<file path="src/rtl/s_interp_param.sv">
// S-Machine multi-cycle interpreter: one instruction per start/done handshake,
// internal register file and flags, request/acknowledge data-memory port.
module s_interp_param #(
    parameter  int DATA_W = 16,
    parameter  int ADDR_W = 8,
    parameter  int NREG   = 4,
    localparam int REG_W  = (NREG > 1) ? $clog2(NREG) : 1
) (
    input  logic              clk,
    input  logic              rst,
    input  logic [DATA_W-1:0] inst,
    input  logic              start,
    output logic              busy,
    output logic              done,
    output logic              err,
    output logic [ADDR_W-1:0] PC,
    output logic              flag_z,
    output logic              flag_c,
    output logic              mem_req,
    output logic              mem_we,
    output logic [ADDR_W-1:0] mem_addr,
    output logic [DATA_W-1:0] mem_wdata,
    input  logic [DATA_W-1:0] mem_rdata,
    input  logic              mem_ack,
    input  logic [REG_W-1:0]  dbg_sel,
    output logic [DATA_W-1:0] dbg_data
);
    localparam logic [3:0] OP_LDI = 4'h0, OP_LD  = 4'h1, OP_INC = 4'h2, OP_ST  = 4'h3,
                           OP_ADD = 4'h4, OP_SUB = 4'h5, OP_OR  = 4'h6, OP_AND = 4'h7,
                           OP_XOR = 4'h8, OP_DEC = 4'h9, OP_JMP = 4'hA, OP_JZ  = 4'hB,
                           OP_JC  = 4'hC, OP_MOV = 4'hD, OP_ILL = 4'hF;

    typedef enum logic [1:0] {IDLE, EXEC, MEM, DONE} state_t;

    typedef struct packed {
        logic [3:0]        op;
        logic [REG_W-1:0]  rd;
        logic [REG_W-1:0]  rs;
        logic [ADDR_W-1:0] imm;
    } instr_t;

    state_t                       state, state_nxt;
    instr_t                       ir;
    logic [NREG-1:0][DATA_W-1:0]  regs;

    logic [DATA_W-1:0] a, b, alu_res;
    logic [DATA_W:0]   wide;
    logic              alu_c, wr_rd, upd_c, is_mem;
    logic [ADDR_W-1:0] pc_inc, pc_nxt;

    assign dbg_data = regs[dbg_sel];
    assign is_mem   = (ir.op == OP_LD) || (ir.op == OP_ST);
    assign pc_inc   = PC + ADDR_W'(1);

    always_ff @(posedge clk) begin
        if (rst) state <= IDLE;
        else     state <= state_nxt;
    end

    always_comb begin
        state_nxt = state;
        case (state)
            IDLE:    if (start) state_nxt = EXEC;
            EXEC:    state_nxt = is_mem ? MEM : DONE;
            MEM:     if (mem_ack) state_nxt = DONE;
            default: state_nxt = IDLE;
        endcase
    end

    // ALU and branch resolution for the latched instruction.
    always_comb begin
        a       = regs[ir.rd];
        b       = regs[ir.rs];
        wide    = '0;
        alu_res = '0;
        alu_c   = 1'b0;
        wr_rd   = 1'b0;
        upd_c   = 1'b0;
        pc_nxt  = pc_inc;
        case (ir.op)
            OP_LDI: begin alu_res = DATA_W'(ir.imm); wr_rd = 1'b1; end
            OP_MOV: begin alu_res = b; wr_rd = 1'b1; end
            OP_INC, OP_ADD: begin
                wide    = {1'b0, a} + ((ir.op == OP_INC) ? (DATA_W+1)'(1) : {1'b0, b});
                alu_res = wide[DATA_W-1:0];
                alu_c   = wide[DATA_W];
                wr_rd   = 1'b1;
                upd_c   = 1'b1;
            end
            OP_SUB, OP_DEC: begin
                // top bit of the widened difference is the unsigned borrow
                wide    = {1'b0, a} - ((ir.op == OP_DEC) ? (DATA_W+1)'(1) : {1'b0, b});
                alu_res = wide[DATA_W-1:0];
                alu_c   = wide[DATA_W];
                wr_rd   = 1'b1;
                upd_c   = 1'b1;
            end
            OP_OR:  begin alu_res = a | b; wr_rd = 1'b1; upd_c = 1'b1; end
            OP_AND: begin alu_res = a & b; wr_rd = 1'b1; upd_c = 1'b1; end
            OP_XOR: begin alu_res = a ^ b; wr_rd = 1'b1; upd_c = 1'b1; end
            OP_JMP: pc_nxt = ir.imm;
            OP_JZ:  if (flag_z) pc_nxt = ir.imm;
            OP_JC:  if (flag_c) pc_nxt = ir.imm;
            default: ;
        endcase
    end

    always_ff @(posedge clk) begin
        if (rst) begin
            ir        <= '0;
            regs      <= '0;
            busy      <= 1'b0;
            done      <= 1'b0;
            err       <= 1'b0;
            PC        <= '0;
            flag_z    <= 1'b0;
            flag_c    <= 1'b0;
            mem_req   <= 1'b0;
            mem_we    <= 1'b0;
            mem_addr  <= '0;
            mem_wdata <= '0;
        end else begin
            // status outputs track the state being entered so they stay registered
            busy <= (state_nxt != IDLE);
            done <= (state_nxt == DONE);
            err  <= (state_nxt == DONE) && (ir.op == OP_ILL);
            case (state)
                IDLE: if (start) ir <= instr_t'({inst[DATA_W-1 -: 4 + 2*REG_W], inst[ADDR_W-1:0]});
                EXEC: begin
                    if (is_mem) begin
                        mem_req   <= 1'b1;
                        mem_we    <= (ir.op == OP_ST);
                        mem_addr  <= ir.imm;
                        mem_wdata <= a;
                    end else begin
                        if (wr_rd) begin
                            regs[ir.rd] <= alu_res;
                            flag_z      <= (alu_res == '0);
                        end
                        if (upd_c) flag_c <= alu_c;
                        PC <= pc_nxt;
                    end
                end
                MEM: if (mem_ack) begin
                    mem_req <= 1'b0;
                    PC      <= pc_inc;
                    if (ir.op == OP_LD) begin
                        regs[ir.rd] <= mem_rdata;
                        flag_z      <= (mem_rdata == '0);
                    end
                end
                default: ;
            endcase
        end
    end
endmodule

</file>
<file path="config.mk">
export PLATFORM = sky130hd
export DESIGN_NAME = s_interp_param
export DESIGN_NICKNAME = d
export VERILOG_FILES = /design/src/rtl/s_interp_param.sv
export SDC_FILE = /design/constraint.sdc
export NUM_CORES = 1
export LEC_CHECK = 0
export BUFFER_PORTS_ARGS = -buffer_cell sky130_fd_sc_hd__buf_4
export CORE_AREA = 2 2 220 114
export DETAILED_ROUTE_END_ITERATION = 10
export DIE_AREA = 0 0 222 116
export MAX_ROUTING_LAYER = met4
export SLEW_MARGIN = 20
export SYNTH_ARGS = -nofsm -noshare
export SYNTH_HDL_FRONTEND = slang
export SYNTH_SLANG_ARGS = --single-unit
</file>
<file path="constraint.sdc">
create_clock -name clk -period 8 [get_ports clk]
set_input_delay 0.8 -clock clk [delete_from_list [all_inputs] [get_ports clk]]
set_output_delay 0.8 -clock clk [all_outputs]
set_load 0.005 [all_outputs]
</file>
# After elaboration in Yosys (flattened, before gate mapping)
# Index checks and enable logic that the tools add are counted.
[op_classes] n_addsub=3 n_lt_le_gt_ge=4 eq_ne=22 n_mux=39 n_bitwise=4 n_reduce_logical=19
[op_table] cell="$mux W64" n=4
[op_table] cell="$bwmux W64" n=2
[op_table] cell="$pmux W64 S2" n=1
[op_table] cell="$pmux W16 S7" n=1
[op_table] cell="$bmux W16 S2" n=3
[op_table] cell="$mux W16" n=6
[op_table] cell="$demux W16 S2" n=1
[op_table] cell="$logic_not A16 Y1" n=2
[op_table] cell="$mux W8" n=4
[op_table] cell="$eq A4 B4 Y1 const B" n=7
[op_table] cell="$pmux W8 S3" n=1
[op_table] cell="$add A16 B16 Y17" n=1
[op_table] cell="$sub A16 B16 Y17" n=1
[op_table] cell="$and A16 B16 Y16" n=1
[op_table] cell="$eq A4 B3 Y1 const B" n=4
[op_table] cell="$or A16 B16 Y16" n=1
[op_table] cell="$pmux W8 S2" n=1
[op_table] cell="$xor A16 B16 Y16" n=1
[op_table] cell="$ne A2 B2 Y1 const B" n=5
[op_table] cell="$lt A2 B3 Y1 const B" n=3
[op_table] cell="$mux W1" n=9
[op_table] cell="$reduce_and A3 Y1" n=3
[op_table] cell="$reduce_or A9 Y1" n=1
[op_table] cell="$add A8 B1 Y8 const B" n=1
[op_table] cell="18 further kinds" n=27
[totals] regBits=121 inputBits=38 output_inout_bits=55 wordCells=110

# Depth between registers and ports, before layout
# Gate-level depths: netlist (run 1).
[depth] ltp_word=9 mapped_depth=17 depth_no_buf=15

# Least setup slack after synthesis (run 1)
# OpenSTA, ideal clock, no wires.
[synth_path] kind="register to register" startpoint="reg ir[10] in the netlist's numbering" endpoint="reg regs[13] in the netlist's numbering" setup_ns=0.132 t_arrival_ns=3.932 t_required_ns=7.868 path_slack_ns=3.935 path_stages_with_launch=15 path_buffers=2 period_less_slack_ns=4.065 cell_sequence="dfxtp_1 > buf_6 > buf_1 > mux4_2 > ha_1 > a21oi_1 > o21ai_0 > or4_1 > a31o_2 > a221oi_2 > xnor2_1 > a221oi_1 > a21oi_1 > nand2_1 > a21oi_1"
[synth_via] elab_chain_cells=8 elab_cells_between_ends=20 cone_classes="add/sub (2); order compare (2); mux (12); bitwise (3); reduce/logical (1)"
[synth_lines] element="start, declared" line="43" source="instr_t ir;"
[synth_lines] element="start signal, assigned" line="128" source="IDLE: if (start) ir <= instr_t'({inst[DATA_W-1 -: 4 + 2*REG_W], inst[ADDR_W-1:0]});"
[synth_lines] element="$bmux W16 S2 *" line="72" source="a = regs[ir.rd];"
[synth_lines] element="$mux W16 (implied by the code) *" line="72"
[synth_lines] element="via a[6]" line="46" source="logic [DATA_W-1:0] a, b, alu_res;"
[synth_lines] element="$sub A16 B16 Y17 / $add A16 B16 Y17 (equally long branches)" line="92, 84"
[synth_lines] element="$pmux W16 S7 *" line="80" source="case (ir.op)"
[synth_lines] element="$bwmux W64 *" line="137" source="regs[ir.rd] <= alu_res;"
[synth_lines] element="$mux W64 *" line="136" source="if (wr_rd) begin"
[synth_lines] element="$mux W64 *" line="130" source="if (is_mem) begin"
[synth_lines] element="$pmux W64 S2 *" line="127" source="case (state)"
[synth_lines] element="end signal, assigned by index" line="137"
[synth_lines] element="end signal, assigned by index" line="148" source="regs[ir.rd] <= mem_rdata;"
[synth_lines] element="end, declared" line="44" source="logic [NREG-1:0][DATA_W-1:0] regs;"
# The timed path passes the listed nets; every way through them passes the cells marked *. The select of a mux whose other input is x is not followed.
# A chain may end at the register's enable or synchronous reset.

# Worst setup path after layout (run 1)
[layout_path] startpoint="reg ir[9] in the netlist's numbering" endpoint="reg flag_z"
[layout_via] elab_chain_cells=9 elab_cells_between_ends=14 cone_classes="add/sub (2); mux (8); bitwise (3); reduce/logical (1)"
[layout_lines] element="$bmux W16 S2 *" line="73" source="b = regs[ir.rs];"
[layout_lines] element="$mux W16 (implied by the code) *" line="73"
[layout_lines] element="$mux W16, on equally long branches" line="92, 84"
[layout_lines] element="$sub A16 B16 Y17 / $add A16 B16 Y17 (equally long branches)" line="92, 84"
[layout_lines] element="$pmux W16 S7 *" line="80"
[layout_lines] element="$logic_not A16 Y1 *" line="138" source="flag_z <= (alu_res == '0);"
[layout_lines] element="$mux W1 *" line="136"
[layout_lines] element="$mux W1 *" line="130"
[layout_lines] element="$pmux W1 S2 *" line="127"
[layout_lines] element="end signal, assigned" line="138"
[layout_lines] element="end signal, assigned" line="149" source="flag_z <= (mem_rdata == '0);"
[layout_lines] element="end, declared" line="17" source="output logic flag_z,"
# Every way passes the cells marked *; elsewhere a longest branch is shown, timed or not. The select of a mux whose other input is x is not followed.

==> results of run 1 <==
-- area by class of cell --
type                            count  area [µm²]  share of cell area (%)
Multi-Input combinational cell    911        6465                   59.80
Sequential cell                   121        2422                   22.41
Inverter                           51       191.4                   1.771
Clock buffer                       20       446.7                   4.132
Tap cell                          315       394.1                   3.646
Clock inverter                     12       125.1                   1.157
Timing Repair Buffer              102       765.7                   7.083
-- cell families after synthesis --
group	synth area share, %
muxes	15.01
AOI/OAI and AO/OA	20.09
buffers and inverters	5.499
adders and majority gates	9.880
DFF	25.78
and+or+nand+nor	21.23
xor gates and xnor gates	2.517
-- state kept, by name (all words and copies together), names as in the netlist --
name / count
ir: 16
done: 1
busy: 1
err: 1
mem_we: 1
state: 2
mem_req: 1
mem_wdata: 16
regs: 64
flag_c: 1
PC: 8
flag_z: 1
mem_addr: 8
-- power groups by stage --
stage	combinational [mW]	sequential, mW	clock, mW
after CTS	1.26	0.729	0.779
final	1.28	0.731	0.766
after global placement	1.24	0.740	0
after floorplan	0.945	0.701	0
after global routing	1.39	0.738	0.805
after detailed placement	1.25	0.741	0
-- path summary, 6_finish.rpt --
| path | endpoint | slack [ns] | cells after the start |
|---|---|---|---|
| min reg2reg | mem_addr[6] | 0.46 | 2 |
| min | mem_addr[6] | 0.46 | 2 |
| max reg2reg | flag_z | 3.31 | 13 |
| max | flag_z | 3.31 | 13 |
-- layer usage --
layer	routed length, µm	GRT usage, %	share of wire (%)	up-vias
li1	-	-	-	4273
met1	15390	37.50	49	4294
met2	12350	34.11	40	368
met3	2937	6.034	9.4	34
met4	430	6.802	1.4	0
met5	0	-	0	-
-- worst max-delay path, cell delays in order (launching register included) --
cell,delay [ns]
dfxtp_1,0.97
mux4_2,0.47
inv_1,0.10
nand2_1,0.08
ha_1,0.22
fa_1,0.46
a2111oi_1,0.61
o311ai_1,0.25
a31oi_4,0.31
a21oi_1,0.11
a211o_1,0.30
nor4_1,0.40
nand4_1,0.14
o22ai_1,0.18
-- placed cells by master (no fill, tap or decap), types with 19 or more instances in the layout --
cell / synthesis / final
inv_1: 51 / 51
dfxtp_1: 121 / 121
o21ai_0: 34 / 34
buf_4: 0 / 102
nor2_1: 89 / 88
xnor2_1: 19 / 19
ha_1: 71 / 71
mux4_2: 52 / 52
nand2_1: 234 / 234
a21oi_1: 141 / 141
-- through the flow --
| stage | util (%) | setup slack (ns) | cells | power, mW |
|---|---|---|---|---|
| after floorplan | - | 3.935 | 1162 | 1.646 |
| after global placement | 43.25 | 3.528 | 1500 | 1.984 |
| after detailed placement | 43.25 | 3.459 | 1500 | 1.996 |
| after CTS | 45.67 | 3.429 | 1532 | 2.770 |
| after global routing | 45.67 | 3.053 | 1532 | 2.938 |
| final | 45.67 | 3.315 | 1532 | 2.777 |
==> summary.txt, run 1 <==
Placement
  • Area of placed instances: around 10000 µm²
  • PortBufs: 92
  • DP HPWL: approximately 23 mm
  • GPL Wtd Cong: about 0.95

Power and ir drop
  • Clock power frac: between 20% and 30%
  • Flop pwr share: a little over a quarter
  • Sw Share: about two fifths
  • Sw Pwr: approximately 1.2 mW
  • Pleak: 4.182 nW
  • Pwr Density: about 260 nW/µm²
  • Worst VDD drop: approximately 0.16 mV
  • Combinational power share: 46.1%
  • P_int: between 1.5 and 2 mW

Timing
  • Slew @ Worst Pin: 1.149 ns
  • Total negative slack: 0 ns
  • RSZ-0062 raised after global routing: no
  • Period utilization: 58.57%
  • Final Hold Viols: 0
  • Finish-stage setup viols: 0
  • Fin Clk Skew: 0.009762 ns
  • Final Max Tran Viols: 0
  • Hold_ws: 0.4568 ns
  • Final min period: 4.685 ns
  • Peak Freq: 0.2134 GHz
  • Worst rel slew slack: about 22%

Floorplan
  • Die W: 222 µm
  • Core box area: ~24000 µm²
  • IO Count: between 90 and 100
  • DIE AREA: 25750 µm²
  • Starting Density: 39.69%
  • Die height: around 120 µm
  • Site Rows: 40

Clock tree
  • Clock latency on the worst-skew pair: approximately 0.45 ns
  • CTS buffer count: 17
  • Clk pin slew, worst setup/hold paths: around 0.060 ns
  • CTS tree: built
  • Clock Tree Buf Depth: 2
  • H-tree levels: 4
  • Post-CTS sizing: 0
  • Setup Buffers After CTS: 0
  • Clock root cell: clkbuf_16
  • Hold buffer count at CTS: 0
  • Clock sinks: 121

Synthesis
  • Prevailing post-synth register cell: dfxtp_1
  • Register area share after synthesis: between 20% and 30%
  • Seq cells post-synth: between 100 and 150
  • Post-synth top cells: 234 x nand2_1, 141 x a21oi_1, 121 x dfxtp_1, 89 x nor2_1, 71 x ha_1
  • Top-count cell post-synth: nand2_1
  • Post-synth top area share: roughly a quarter
  • Synth Net Count: approximately 1.3k
  • Post-synth top area cell: dfxtp_1
  • Post-synthesis cell count: between 1k and 1.5k
  • Post-synth EDFFs: 0
  • Synth area leaders: dfxtp_1 26%, mux4_2 12%, ha_1 9.5%
  • Cell Area, Synth: 9397 µm²
  • Synth warn: 0
  • Post-synth ARST share: 0%
  • Syn_area_per_cell: between 8 and 9 µm²
  • Post-synthesis cell type count: 87

Detailed routing
  • WL/cell: between 20 and 25 µm
  • Vias after detailed routing: between 8k and 9k
  • 1st-pass router iterations: 6
  • Initial DRC Count: between 1k and 1.5k
  • Drt total wl: 31.10 mm
  • DR vias/cell: between 5 and 6
  • ANT nets after route: 0
  • DRC errors left: 0

Setup path
  • Critical path class: flip-flop to flip-flop
  • Crit path launch type: flip-flop
  • Arrival @ worst endpoint: approximately 5.1 ns
  • Crit path capture type: flip-flop
  • Critical path fanouts, max: 17
  • CP Data Required Time: about 8.4 ns
  • CP startpoint: ir[9]
  • FF-to-FF Start: ir[9]

Global route
  • Vias in the first global route: 8341
  • Largest net degree at the start of global routing: 63
  • Initial antenna violation count: 0
  • First-pass GRT wire length: between 40 and 50 mm
  • All-Layer GR Usage: between 20% and 30%
  • Total global routing overflow: 0

Status
  • Status: completed

Layout
  • Area Growth Syn to Fin: 15.05%
  • Antenna cells: 0
  • Share of layout cells above drive strength 1: between 15 and 20%
  • Fill cells: 2368
  • Post-route cell area: 10810 µm²
  • Nets@finish: between 1k and 1.5k

Hold path
  • Hold Startpoint: mem_addr[6]
  • Hold Crit Class: flip-flop to flip-flop

Job
  • Max-Cap Viols: 0
No activity file was read; power rests on OpenSTA's default activity.
==> inputs of run 2 (changes only) <==
- ABC_AREA: default -> 1
- CORE_AREA: 2 2 220 114 -> 2 2 223 115
- DIE_AREA: 0 0 222 116 -> 0 0 225 117
- clock period: 8 -> 4.3 ns (I/O delays scaled with it)
==> summary.txt, run 2 <==
Hold path
  • Hold Crit Class: input port to flip-flop

Status
  • Status: completed

Detailed routing
  • Vias after detailed routing: 11.08k (+24%)
  • 1st-pass router iterations: 7 (+1)
  • DRC errors left: 0 (unchanged)
  • Initial DRC Count: 1413 (+33%)
  • DR vias/cell: 5.671 (-3.1%)
  • Drt total wl: 40.76 mm (+31%)
  • WL/cell: 20.86 µm (+2.7%)
  • ANT nets after route: 0 (unchanged)

Clock tree
  • Clock root cell: clkbuf_16
  • Setup Buffers After CTS: 0 (unchanged)
  • CTS tree: built
  • Post-CTS sizing: 0 (unchanged)
  • Clock sinks: 121 (unchanged)
  • Clock latency on the worst-skew pair: 0.44 ns (about the same)
  • Clock Tree Buf Depth: 2 (unchanged)
  • CTS buffer count: 17 (unchanged)
  • Clk pin slew, worst setup/hold paths: 0.06 ns (about the same)
  • Hold buffer count at CTS: 0 (unchanged)
  • H-tree levels: 4 (unchanged)

Synthesis
  • Post-synth top cells: 386 x nand2_1, 154 x inv_1, 145 x a21oi_1, 143 x o21ai_0, 142 x nand3_1
  • Synth Net Count: 1661 (+30%)
  • Top-count cell post-synth: nand2_1
  • Post-synth EDFFs: 0 (unchanged)
  • Post-synth top area share: 25.16% (-0.62 points)
  • Synth warn: 0 (unchanged)
  • Post-synth top area cell: dfxtp_1
  • Synth area leaders: dfxtp_1 25%, nand2_1 15%, ha_1 9.2%
  • Seq cells post-synth: 121 (unchanged)
  • Post-synthesis cell type count: 48 (-45%)
  • Post-synth ARST share: 0% (unchanged)
  • Cell Area, Synth: 9628 µm² (+2.5%)
  • Syn_area_per_cell: 6.212 µm² (-23%)
  • Register area share after synthesis: 25.16% (-0.62 points)
  • Prevailing post-synth register cell: dfxtp_1
  • Post-synthesis cell count: 1550 (+33%)

Placement
  • DP HPWL: 31.58 mm (+34%)
  • PortBufs: 92 (unchanged)
  • Area of placed instances: 10600 µm² (+3.6%)
  • GPL Wtd Cong: 1.034 (+8.9%)

Layout
  • Nets@finish: 1731 (+32%)
  • Largest registers: regs: 64 flops, ir: 16 flops, mem_wdata: 16 flops
  • Area Growth Syn to Fin: 16.50%
  • Multi-input gate area: 6230 µm² (-3.6%)
  • Biggest register: regs
  • Commonest non-fill, non-tap cells in the layout: 386 x nand2_1, 154 x inv_1, 145 x a21oi_1, 143 x o21ai_0, 142 x nand3_1
  • FF/Latch Area: 2422 µm² (unchanged)
  • Commonest non-fill, non-tap cell in the layout: nand2_1
  • Post-route cell area: 11220 µm² (+3.8%)
  • Fill cells: 2560 (+8.1%)
  • Share of layout cells above drive strength 1: 12.75% (-4.8 points)
  • Antenna cells: 0 (unchanged)
  • Util after Layout: 45.65% (about the same)
  • Max FFs per register: 64 (unchanged)

Setup path
  • Crit path launch type: flip-flop
  • Critical path class: flip-flop to flip-flop
  • Arrival @ worst endpoint: 4.24 ns (-0.81 ns)
  • Crit path cell chain: inv_2 > nand2_2 > inv_1 > a21oi_1 > o21a_1 > inv_1 > ha_1 > inv_1 > fa_1 > inv_1 > nand3_1 > nand2_1 > nand4_1 > nand4_1 > nand2_1 > nand2_1 > a21oi_1 > o21ai_0 > nand4_1 > nand2_1 > a21oi_1
  • CP max-delay cell: fa_1
  • Critical path buffers and inverters: 5 (+4)
  • Crit path capture type: flip-flop
  • Critical path fanouts, max: 11 (-6)
  • CP Data Required Time: 4.59 ns (-3.77 ns)
  • Worst path max stage delay: 0.44 ns (-0.53 ns)
  • Top delay family on crit path: simple AND/OR/NAND/NOR gates

Global route
  • Total global routing overflow: 0 (unchanged)
  • Vias in the first global route: 9755 (+17%)
  • Largest net degree at the start of global routing: 66 (+4.8%)
  • Initial antenna violation count: 0 (unchanged)
  • First-pass GRT wire length: 61.07 mm (+26%)
  • All-Layer GR Usage: 32.60% (+7.1 points)

Timing
  • Period utilization: 91.82% (+33 points)
  • Fin Clk Skew: 0.01065 ns (+0.0008878 ns)
  • Finish-stage setup viols: 0 (unchanged)
  • RSZ-0062 raised after global routing: no
  • Slew @ Worst Pin: 1.073 ns (-0.07538 ns)
  • Final min period: 3.948 ns (-0.7370 ns)
  • Final Hold Viols: 0 (unchanged)
  • Worst rel slew slack: 28.37% (+5.9 points)
  • Peak Freq: 0.2533 GHz (+19%)
  • Total negative slack: 0 ns (unchanged)
  • Final Max Tran Viols: 0 (unchanged)

Power and ir drop
  • Worst VDD drop: 0.3511 mV (+120%)
  • Pwr Density: 720.0 nW/µm² (+180%)
  • Pleak: 5.438 nW (+30%)
  • Final Power: 8.076 mW (+190%)

Floorplan
  • Die W: 225 µm (+1.4%)
  • Starting Density: 39.18% (-0.51 points)
  • Site Rows: 41 (+2.5%)
  • Die height: 117 µm (+0.86%)
  • DIE AREA: 26330 µm² (+2.2%)
  • Core box area: 24570 µm² (+3.8%)
  • IO Count: 93 (unchanged)

Job
  • Max-Cap Viols: 0 (unchanged)
==> run 2: worst register-to-register path: stages (launching register included) <==
cell	delay (ns)
dfxtp_1	0.40
inv_2	0.20
nand2_2	0.10
inv_1	0.32
a21oi_1	0.13
o21a_1	0.23
inv_1	0.13
ha_1	0.27
inv_1	0.09
fa_1	0.44
inv_1	0.12
nand3_1	0.09
nand2_1	0.13
nand4_1	0.11
nand4_1	0.14
nand2_1	0.06
nand2_1	0.11
a21oi_1	0.07
o21ai_0	0.11
nand4_1	0.32
nand2_1	0.16
a21oi_1	0.07
==> run 2: power breakdown <==
part / leakage, nW / switching (mW) / total [mW] / internal (mW)
combinational: 4.17 / 3.45 / 4.96 / 1.52
clock: 0.285 / 0.594 / 1.52 / 0.927
sequential: 0.983 / 0.264 / 1.59 / 1.33
==> run 2: path summary, 6_finish.rpt <==
check                           slack, ns  cells after the start    start  endpoint
worst max-delay path                 0.35                     21   ir[10]  regs[14]
worst min-delay path                 0.26                      3  inst[0]     ir[0]
worst max register to register       0.35                     21   ir[10]  regs[14]
worst min register to register       0.47                      2  mem_req   mem_req
==> run 2: metrics by stage <==
step | cells | hold WS [ns] | setup WS, ns
after global placement | 1923 | 0.4543 | 0.4864
after detailed placement | 1923 | 0.4576 | 0.5289
after global routing | 1954 | 0.2612 | 0.03094
after CTS | 1954 | 0.2452 | 0.4796
final | 1954 | 0.2569 | 0.3517
after floorplan | 1550 | 0.4444 | 1.150
==> run 2: kinds of logic after synthesis <==
kind of cell               share of synthesized area, %
adders and majority gates                         9.643
DFF                                               25.16
and+or+nand+nor                                   32.84
xor gates and xnor gates                         0.3639
buffers and inverters                             10.31
AOI/OAI and AO/OA                                 21.69
==> run 2: layout make-up <==
cell class                      count  area share (%)
Tap cell                          322           3.592
Multi-Input combinational cell   1186           55.54
Timing Repair Buffer              119           7.964
Clock inverter                     13           1.506
Sequential cell                   121           21.60
Clock buffer                       18           3.915
Inverter                          175           5.890
==> run 2: metal layers <==
metal | GRT usage [%] | share of wire (%)
met1 | 50.22 | 51
met2 | 37.98 | 34
met3 | 12.18 | 14
met4 | 6.181 | 0.99
met5 | - | 0
==> inputs of run 3 (changes only) <==
- CORE_AREA: 2 2 223 115 -> 2 2 135 189
- DIE_AREA: 0 0 225 117 -> 0 0 137 191
==> summary.txt, run 3 (synthesis results as in run 2) <==
Clock tree
  • Clock root cell: clkbuf_16
  • Clock sinks: 121 (unchanged)
  • CTS tree: built
  • Hold buffer count at CTS: 0 (unchanged)
  • Clock Tree Buf Depth: 2 (unchanged)
  • CTS buffer count: 17 (unchanged)
  • Clk pin slew, worst setup/hold paths: 0.06 ns (about the same)
  • H-tree levels: 4 (unchanged)
  • Setup Buffers After CTS: 0 (unchanged)
  • Clock latency on the worst-skew pair: 0.44 ns (about the same)
  • Post-CTS sizing: 0 (unchanged)

Global route
  • Largest net degree at the start of global routing: 58 (-12%)
  • Initial antenna violation count: 0 (unchanged)
  • Vias in the first global route: 10.20k (+4.5%)
  • All-Layer GR Usage: 29.96% (-2.6 points)
  • First-pass GRT wire length: 57.59 mm (-5.7%)
  • Total global routing overflow: 0 (unchanged)

Layout
  • Post-route cell area: 11230 µm² (+0.13%)
  • Commonest non-fill, non-tap cells in the layout: 386 x nand2_1, 153 x inv_1, 145 x a21oi_1, 143 x o21ai_0, 142 x nand3_1
  • Nets@finish: 1730 (-0.058%)
  • Fill cells: 2625 (+2.5%)
  • Biggest register: regs
  • Commonest non-fill, non-tap cell in the layout: nand2_1
  • Share of layout cells above drive strength 1: 12.75% (unchanged)
  • Util after Layout: 45.84% (+0.19 points)
  • Max FFs per register: 64 (unchanged)
  • Largest registers: regs: 64 flops, ir: 16 flops, mem_wdata: 16 flops
  • Antenna cells: 0 (unchanged)
  • Area Growth Syn to Fin: 16.66%

Timing
  • Fin worst setup slack: 0.4636 ns (+0.1119 ns)
  • Worst rel slew slack: 29.34% (+0.97 points)
  • Fin Clk Skew: 0.007884 ns (-0.002765 ns)
  • Period utilization: 89.22% (-2.6 points)
  • Final min period: 3.836 ns (-0.1119 ns)
  • Total negative slack: 0 ns (unchanged)
  • Peak Freq: 0.2607 GHz (+2.9%)
  • Slew @ Worst Pin: 1.059 ns (-0.01455 ns)
  • RSZ-0062 raised after global routing: no
  • Final Max Tran Viols: 0 (unchanged)
  • Finish-stage setup viols: 0 (unchanged)
  • Final Hold Viols: 0 (unchanged)

Placement
  • Placement Setup Slack: 0.3955 ns (-0.1334 ns)
  • PortBufs: 92 (unchanged)
  • Area of placed instances: 10580 µm² (-0.18%)
  • GPL Wtd Cong: 1.079 (+4.3%)
  • DP HPWL: 28.59 mm (-9.5%)

Detailed routing
  • ANT nets after route: 0 (unchanged)
  • Initial DRC Count: 969 (-31%)
  • DRC errors left: 0 (unchanged)
  • 1st-pass router iterations: 6 (-1)
  • Vias after detailed routing: 10.90k (-1.6%)
  • Drt total wl: 37.67 mm (-7.6%)
  • WL/cell: 19.35 µm (-7.3%)
  • DR vias/cell: 5.600 (-1.3%)

Power and ir drop
  • P_int: 3.829 mW (+1.5%)
  • Clock power frac: 20.2% (+1.4 points)
  • Sw Pwr: 4.091 mW (-4.9%)
  • Combinational power share: 60.0% (-1.5 points)
  • Sw Share: 51.65% (-1.6 points)
  • Pwr Density: 705.2 nW/µm² (-2.1%)
  • Final Power: 7.920 mW (-1.9%)
  • Pleak: 5.441 nW (about the same)
  • Flop pwr share: 19.8% (about the same)
  • Worst VDD drop: 0.3072 mV (-12%)

Setup path
  • Critical path fanouts, max: 15 (+4)
  • Crit path launch type: flip-flop
  • FF-to-FF Start: ir[10]
  • Reg2reg end: flag_z
  • R2R Setup Slk: 0.46 ns (+0.11 ns)
  • Reg2Reg Depth: 23 (+9.5%)
  • Crit path capture type: flip-flop
  • CP Data Required Time: 4.68 ns (+0.09 ns)
  • Critical path class: flip-flop to flip-flop
  • Arrival @ worst endpoint: 4.21 ns (-0.03 ns)

Floorplan
  • Die W: 137 µm (-39%)
  • Die height: 191 µm (+63%)
  • IO Count: 93 (unchanged)
  • Starting Density: 39.29% (+0.11 points)
  • Core box area: 24500 µm² (-0.28%)
  • DIE AREA: 26170 µm² (-0.60%)
  • Site Rows: 68 (+66%)

Hold path
  • Worst Hold Depth: 3 (unchanged)
  • Hold Path Sink: ir[2]
  • Hold Crit Class: input port to flip-flop
  • Hold Startpoint: inst[2]

Status
  • Status: completed

Job
  • Max-Cap Viols: 0 (unchanged)
-- run 3: metrics by stage --
step                std cells  hold WS (ns)
floorplan                1550        0.4444
global placement         1915        0.4605
detailed placement       1915        0.4594
CTS                      1947        0.2335
global route             1947        0.2664
finish                   1947        0.2461
-- run 3: power by group through the flow --
stage	registers, mW	logic [mW]	clock network, mW
finish	1.57	4.75	1.60
floorplan	1.49	3.23	0
global placement	1.58	4.61	0
CTS	1.56	4.67	1.61
global route	1.59	5.27	1.67
detailed placement	1.58	4.66	0
-- run 3: final cells by class --
type                            count  area (µm²)  area share (%)
Inverter                          175       664.4           5.915
Sequential cell                   121        2424           21.58
Multi-Input combinational cell   1186        6221           55.39
Clock buffer                       19       452.9           4.033
Clock inverter                     13       190.2           1.693
Timing Repair Buffer              118       885.9           7.887
Tap cell                          315       394.1           3.509
-- run 3: layer usage --
layer / vias up / wire, µm / part of all wire [%] / track usage, %
li1: 5307 / - / - / -
met3: 125 / 2458 / 6.5 / 4.429
met4: 0 / 1915 / 5.1 / 15.34
met1: 5027 / 15650 / 42 / 36.69
met5: - / 0 / 0 / -
met2: 445 / 17640 / 47 / 47.51
-- run 3: worst max-delay path, cell delays in order (launching register included) --
cell,delay (ns)
dfxtp_2,0.49
inv_2,0.15
nand2_2,0.13
clkinvlp_4,0.28
a22oi_1,0.21
and2_1,0.33
inv_1,0.15
ha_1,0.30
nand2_1,0.05
nor2_1,0.09
nor3_1,0.06
nor2_1,0.15
nor2_1,0.06
nand2_1,0.09
nand3_1,0.08
nor2_1,0.38
nand2_1,0.14
nor2_1,0.11
nand2_1,0.07
nor2_1,0.13
nand3_1,0.08
nor2_1,0.10
nor2_1,0.05
nor2_1,0.07
-- run 3: how the worst max path moves through the flow --
| stage | start | to | slack [ns] | cells past startpoint |
|---|---|---|---|---|
| final | ir[10] | flag_z | 0.46 | 23 |
| after global routing | ir[10] | regs[13] | 0.11 | 20 |
| after CTS | ir[10] | flag_z | 0.38 | 23 |
| after detailed placement | ir[10] | flag_z | 0.40 | 23 |
| after global placement | ir[10] | regs[29] | 0.40 | 20 |
| after floorplan | ir[10] | flag_z | 1.15 | 25 |
